`src/rtl/wsn_channel_pkg.sv`:
```
// Shared constants and helpers for the WSN radio channel emulator.
//   - LFSR width, Galois tap mask (x^16+x^14+x^13+x^11+1) and default seed
//   - default delay-line depth / pointer width and statistics counter width
//   - eff_seed(): maps a zero seed to the default so the LFSR never locks up
//   - lfsr_step(): one right-shifting Galois step
package wsn_channel_pkg;

  localparam int                 LFSR_W            = 16;
  localparam logic [LFSR_W-1:0]  LFSR_TAPS         = 16'hB400;
  localparam logic [LFSR_W-1:0]  DEFAULT_SEED      = 16'hACE1;
  localparam int                 DEFAULT_MAX_DELAY = 64;
  localparam int                 DEFAULT_DW        = 6;
  localparam int                 DEFAULT_CNT_W     = 32;

  function automatic logic [LFSR_W-1:0] eff_seed(input logic [LFSR_W-1:0] s);
    return (s == '0) ? DEFAULT_SEED : s;
  endfunction

  // Shift right; when the bit leaving at the bottom is 1, fold the taps back in.
  function automatic logic [LFSR_W-1:0] lfsr_step(input logic [LFSR_W-1:0] s);
    return (s >> 1) ^ (s[0] ? LFSR_TAPS : '0);
  endfunction

endpackage

```
`src/rtl/wsn_lfsr16.sv`:
```
// 16-bit Galois LFSR used as the bit-error random source.
// Ports:
//   clk   in   system clock
//   reset in   synchronous active-high reset, loads seed (zero seed -> default)
//   en    in   advance one step this cycle
//   seed  in   reset value
//   state out  current LFSR value (never 0)
module wsn_lfsr16
  import wsn_channel_pkg::*;
(
  input  logic              clk,
  input  logic              reset,
  input  logic              en,
  input  logic [LFSR_W-1:0] seed,
  output logic [LFSR_W-1:0] state
);

  logic [LFSR_W-1:0] r_state;

  always_ff @(posedge clk) begin
    if (reset) begin
      r_state <= eff_seed(seed);
    end else if (en) begin
      r_state <= lfsr_step(r_state);
    end
  end

  assign state = r_state;

endmodule

```
`src/rtl/wsn_channel_emu.sv`:
```
// Single-direction radio channel emulator: programmable propagation delay,
// pseudo-random bit errors and a link-down gate, with pass/flip counters.
// Ports:
//   clk, reset   clock and synchronous active-high reset
//   antena_in    transmitted bit, sampled every cycle
//   antena_out   received bit, registered (delay+1 cycles after antena_in)
//   enable       1 = link up, 0 = link down (output forced to 0)
//   delay        extra latency in cycles, 0..MAX_DELAY-1
//   ber_thresh   flip when LFSR < ber_thresh; 0 disables errors
//   clr_stats    one-cycle pulse clearing both counters (wins over increment)
//   bit_cnt      saturating count of enabled cycles
//   flip_cnt     saturating count of injected bit flips
module wsn_channel_emu
  import wsn_channel_pkg::*;
#(
  parameter int                MAX_DELAY = DEFAULT_MAX_DELAY,
  parameter int                DW        = DEFAULT_DW,
  parameter logic [LFSR_W-1:0] SEED      = DEFAULT_SEED,
  parameter int                CNT_W     = DEFAULT_CNT_W
) (
  input  logic              clk,
  input  logic              reset,
  input  logic              antena_in,
  output logic              antena_out,
  input  logic              enable,
  input  logic [DW-1:0]     delay,
  input  logic [15:0]       ber_thresh,
  input  logic              clr_stats,
  output logic [CNT_W-1:0]  bit_cnt,
  output logic [CNT_W-1:0]  flip_cnt
);

  localparam logic [CNT_W-1:0] CNT_MAX = '1;
  localparam logic [CNT_W-1:0] CNT_ONE = CNT_W'(1);

  logic [MAX_DELAY-1:0] r_buf;
  logic [DW-1:0]        r_wptr;
  logic                 r_out;
  logic [CNT_W-1:0]     r_bit_cnt;
  logic [CNT_W-1:0]     r_flip_cnt;

  logic [DW-1:0]        w_rptr;
  logic                 w_delayed;
  logic                 w_flip;
  logic [LFSR_W-1:0]    w_lfsr;

  wsn_lfsr16 u_lfsr (
    .clk   (clk),
    .reset (reset),
    .en    (enable),
    .seed  (SEED),
    .state (w_lfsr)
  );

  // Circular delay line. The slot at wptr still holds the bit from MAX_DELAY
  // cycles ago, so delay=0 must bypass straight from antena_in; any other
  // delay reads a slot written 'delay' cycles earlier. Modular DW-bit
  // subtraction handles wrap-around, and delay=MAX_DELAY-1 lands on wptr+1,
  // which never aliases the slot being written this cycle.
  assign w_rptr    = r_wptr - delay;
  assign w_delayed = (delay == '0) ? antena_in : r_buf[w_rptr];

  // Compare against the LFSR value before this cycle's advance.
  assign w_flip = enable & (ber_thresh != 16'h0000) & (w_lfsr < ber_thresh);

  always_ff @(posedge clk) begin
    if (reset) begin
      r_buf  <= '0;
      r_wptr <= '0;
      r_out  <= 1'b0;
    end else begin
      r_buf[r_wptr] <= antena_in;
      r_wptr        <= r_wptr + DW'(1);
      r_out         <= enable ? (w_delayed ^ w_flip) : 1'b0;
    end
  end

  always_ff @(posedge clk) begin
    if (reset || clr_stats) begin
      r_bit_cnt  <= '0;
      r_flip_cnt <= '0;
    end else begin
      if (enable && (r_bit_cnt != CNT_MAX)) begin
        r_bit_cnt <= r_bit_cnt + CNT_ONE;
      end
      if (w_flip && (r_flip_cnt != CNT_MAX)) begin
        r_flip_cnt <= r_flip_cnt + CNT_ONE;
      end
    end
  end

  assign antena_out = r_out;
  assign bit_cnt    = r_bit_cnt;
  assign flip_cnt   = r_flip_cnt;

endmodule
```
`config.mk`:
```
export PLATFORM = sky130hd
export DESIGN_NAME = wsn_channel_emu
export DESIGN_NICKNAME = d
export VERILOG_FILES = /design/src/rtl/wsn_channel_pkg.sv /design/src/rtl/wsn_lfsr16.sv /design/src/rtl/wsn_channel_emu.sv
export SDC_FILE = /design/constraint.sdc
export NUM_CORES = 1
export LEC_CHECK = 0
export CAP_MARGIN = 20
export CELL_PAD_IN_SITES_DETAIL_PLACEMENT = 0
export CELL_PAD_IN_SITES_GLOBAL_PLACEMENT = 1
export CORE_ASPECT_RATIO = 0.9
export CORE_MARGIN = 2
export CORE_UTILIZATION = 39
export CTS_CLUSTER_DIAMETER = 120
export CTS_CLUSTER_SIZE = 20
export DETAILED_ROUTE_END_ITERATION = 7
export PLACE_DENSITY = 0.81
export SLEW_MARGIN = 10
export SYNTH_ARGS = -nofsm -noshare
export SYNTH_HDL_FRONTEND = slang
export SYNTH_HIERARCHICAL = 1
export SYNTH_SLANG_ARGS = --single-unit
```
`constraint.sdc`:
```
create_clock -name clk -period 3.01 [get_ports clk]
set_input_delay 0.602 -clock clk [delete_from_list [all_inputs] [get_ports clk]]
set_output_delay 0.602 -clock clk [all_outputs]
set_load 0.005 [all_outputs]
```
==> results.cfg, run 1 <==
[yosys]
synth.area.top_cells = dfxtp_1, edfxtp_1, nand3_1
synth_flop_cell = dfxtp_1
yosysSeqAreaShare_pct = 40.54
synth_cell_types = 62
netlist_area_sq_mm = 0.007853
synth_edf_count = 16
yosys_warnings = 6
syn_inst = 897
syn_avg_cell_area_sq_um = 8.754
synth_top_area_share_pct = 34.42
synthArstFlopShare_pct = 0
synth_largest_area_cell = dfxtp_1
synth_seq_cells = 151

[floorplan]
die_x_um = 153.6
row_count = 49
fp.dieArea_sq_mm = 0.02129
core_area_sq_mm = 0.01986
start_util_pct = 39.53
die_y_um = 138.6
ios = 92

[detailed_routing]
dr_total_vias = 7127
first_pass_iters = 5
totalWireLength_um = 21770
ant_nets = 0
drt_iter0_drc = 472
wl_per_cell_um = 16.72
viasPerCell = 5.474
drc = 0

[clock_network]
numCtsBuffers = 17
cts_hold_buf = 0
cts_tree = built
cts_sinks = 151
clock_latency_ns = 0.42
root_buffer = clkbuf_16
ctsHtreeMaxLevel = 4
clk_pin_slew_worst_paths_ns = 0.06
clock_path_buffers = 2

[worst_setup_path]
cp-start-kind = input pin
worst-endpoint-arrival_ns = 3.34
path_max_fanout = 3
worstRegToRegCells = 11
cp-end-kind = register
required_ns = 3.35
critPathKind = in2reg

[pwr]
p_leak_nw = 3.554
comb_power_share_pct = 12.6
finalPower_mw = 4.926
pwr_density_cell_mw_per_mm2 = 486.6
intPower_mw = 3.691
switchingPower_mw = 1.235
peakVddDrop_mv = 0.3731
clockPowerShare_pct = 44.8
pwr-share-seq_pct = 42.6
switching_share_pct = 25.07

[sta]
tightest_slew_ns = 0.9427
whs_ns = 0.4775
relSlewSlack_pct = 37.01
finalSetupViolCount = 0
period_share_pct = 99.53
slew_violations = 0
rsz0062_at_grt = yes
fin_skew_ns = 0.01356
fmax_ghz = 0.3338
hold_viol = 0
min_period_ns = 2.996

[flow_run]
maxCapViolCount = 0

[outcome]
outcome = finished, final reports clean

[global_route]
grt_max_degree = 65
grt.busiest_layer = met2
use_met2_pct = 31.67
track_usage_pct = 20.45
antenna_found_initial = 0
grt_remaining_overflow = 0
grtUsageMet1_pct = 28.01
use_met3_pct = 5.625
grt_pass1_wl_um = 34970
grt_pass1_vias = 6641

[place]
numPortBuffers = 91
dp_hpwl_um = 14840
placed_cell_area_sq_mm = 0.009400
place.gp.congestion = 0.8520

[final_layout]
syn_to_final_growth_pct = 28.92
finish.net_count = 1085
antenna_cells = 0
post-route-util_pct = 50.96
fin_area_sq_mm = 0.01012
drive_gt1_share_pct = 14.42

[worst_hold_path]
holdPathStages = 2
hp-class = reg2reg
## what timing repair did
item                       CTS  global route
buffers inserted             3             0
setup endpoints to repair    1            15
gates resized for setup     12            10
pin swaps                    8             4
## flip-flops by register name, summed over array words and instances, names as in the netlist
| signal | cells |
|---|---|
| r_buf | 64 |
| bit_cnt | 32 |
| flip_cnt | 32 |
| u_lfsr/state | 16 |
| r_wptr | 6 |
| antena_out | 1 |
## worst max-delay path, cell delays in order
cell and delay, ns:
clkdlybuf4s50_1 0.47, inv_1 0.06, ha_4 0.31, buf_4 0.13, xor2_2 0.17, mux4_2 0.54
mux4_2 0.47, mux2i_1 0.17, a221oi_2 0.09, xnor2_1 0.15, nor3b_1 0.17
## final cells by class
class                           instances  area, sq um
Clock buffer                           19        436.7
Clock inverter                         13        168.9
Fill cell                            1858         9741
Inverter                               33        123.9
Multi-Input combinational cell        687         4542
Sequential cell                       151         3184
Tap cell                              255        319.1
Timing Repair Buffer                  144         1349
## routing by layer
| metal | up-vias | part of all wire, % |
|---|---|---|
| met3 | 33 | 7.1 |
| met1 | 3355 | 46 |
| li1 | 3496 | - |
| met5 | - | 0 |
| met4 | 0 | 2.0 |
| met2 | 243 | 45 |
## through the flow
step | instances | worst slack, ns | TNS, ns
2_1_floorplan | 927 | -0.1077 | -0.1077
3_3_place_gp | 1268 | -0.6467 | -6.299
3_5_place_dp | 1268 | -0.6986 | -8.198
4_1_cts | 1303 | -0.008939 | -0.008939
5_1_grt | 1302 | -0.07962 | -0.07962
6_report | 1302 | 0.01415 | 0
## synth_stat cells, types with 3 or more instances
cell / number
nor4b_1: 4
nand4_1: 13
xnor2_1: 35
or4_4: 3
mux2_2: 8
nor4_1: 9
or3_1: 21
and3b_1: 3
and4_1: 8
ha_1: 23
and3_1: 15
nor3b_1: 4
nand3_1: 91
a21o_1: 6
inv_1: 33
nor2_1: 67
nand2_1: 52
clkbuf_1: 50
dfxtp_1: 135
and2_1: 5
buf_4: 3
or2_2: 4
or4_1: 5
o21ai_0: 80
edfxtp_1: 16
a211oi_1: 6
xor2_1: 18
mux2i_1: 5
nand3b_1: 3
nor3_1: 19
a21oi_1: 89
mux4_2: 18
o22a_1: 7
## cells in the final DEF (no fill, tap or decap), drive strengths merged, types with 23 or more instances in the layout
cell,count
or3,23
o21ai,80
nand3,91
nand2,53
xnor2,36
ha,23
inv,37
clkdlybuf4s50,87
conb,32
buf,55
a21oi,89
nor2,67
dfxtp,135
## power groups by stage
| stage | logic, mW | registers [mW] | clock network (mW) |
|---|---|---|---|
| after floorplan | 0.343 | 2.13 | 0 |
| after detailed placement | 0.586 | 2.14 | 0 |
| after global routing | 0.677 | 2.10 | 2.33 |
| after global placement | 0.579 | 2.14 | 0 |
| final | 0.622 | 2.10 | 2.20 |
| after CTS | 0.613 | 2.10 | 2.24 |
## path summary, 6_finish.rpt
| kind | from | end | slack, ns |
|---|---|---|---|
| max | delay[2] | antena_out$_SDFF_PP0_ | 0.01 |
| min | r_buf[62]$_SDFFE_PP0P_ | r_buf[62]$_SDFFE_PP0P_ | 0.48 |
| max reg2reg | r_wptr[0]$_SDFF_PP0_ | antena_out$_SDFF_PP0_ | 0.07 |
| min reg2reg | r_buf[62]$_SDFFE_PP0P_ | r_buf[62]$_SDFFE_PP0P_ | 0.48 |
## cells by family (layout without fill, tap and decap cells)
kind of cell / Yosys count / count (layout) / share of synthesized area [%]
xor gates and xnor gates: 54 / 54 / 6.119
buffers and inverters: 89 / 209 / 4.445
adders and majority gates: 24 / 24 / 3.920
other: 2 / 32 / 0.09564
muxes: 31 / 31 / 6.947
and+or+nand+nor: 340 / 340 / 22.90
AOI/OAI and AO/OA: 206 / 206 / 15.04
DFF: 151 / 151 / 40.54
(Power assumes the default switching activity.)
==> run 2, diff against run 1 <==
--- a/config.mk
+++ b/config.mk
@@ -5,7 +5,7 @@
 export SDC_FILE = /design/constraint.sdc
 export NUM_CORES = 1
 export LEC_CHECK = 0
-export CAP_MARGIN = 20
+export CAP_MARGIN = 0
 export CELL_PAD_IN_SITES_DETAIL_PLACEMENT = 0
 export CELL_PAD_IN_SITES_GLOBAL_PLACEMENT = 1
 export CORE_ASPECT_RATIO = 0.9
==> results of run 2 <==
Final layout, timing and power as in run 1 (identical DEF).
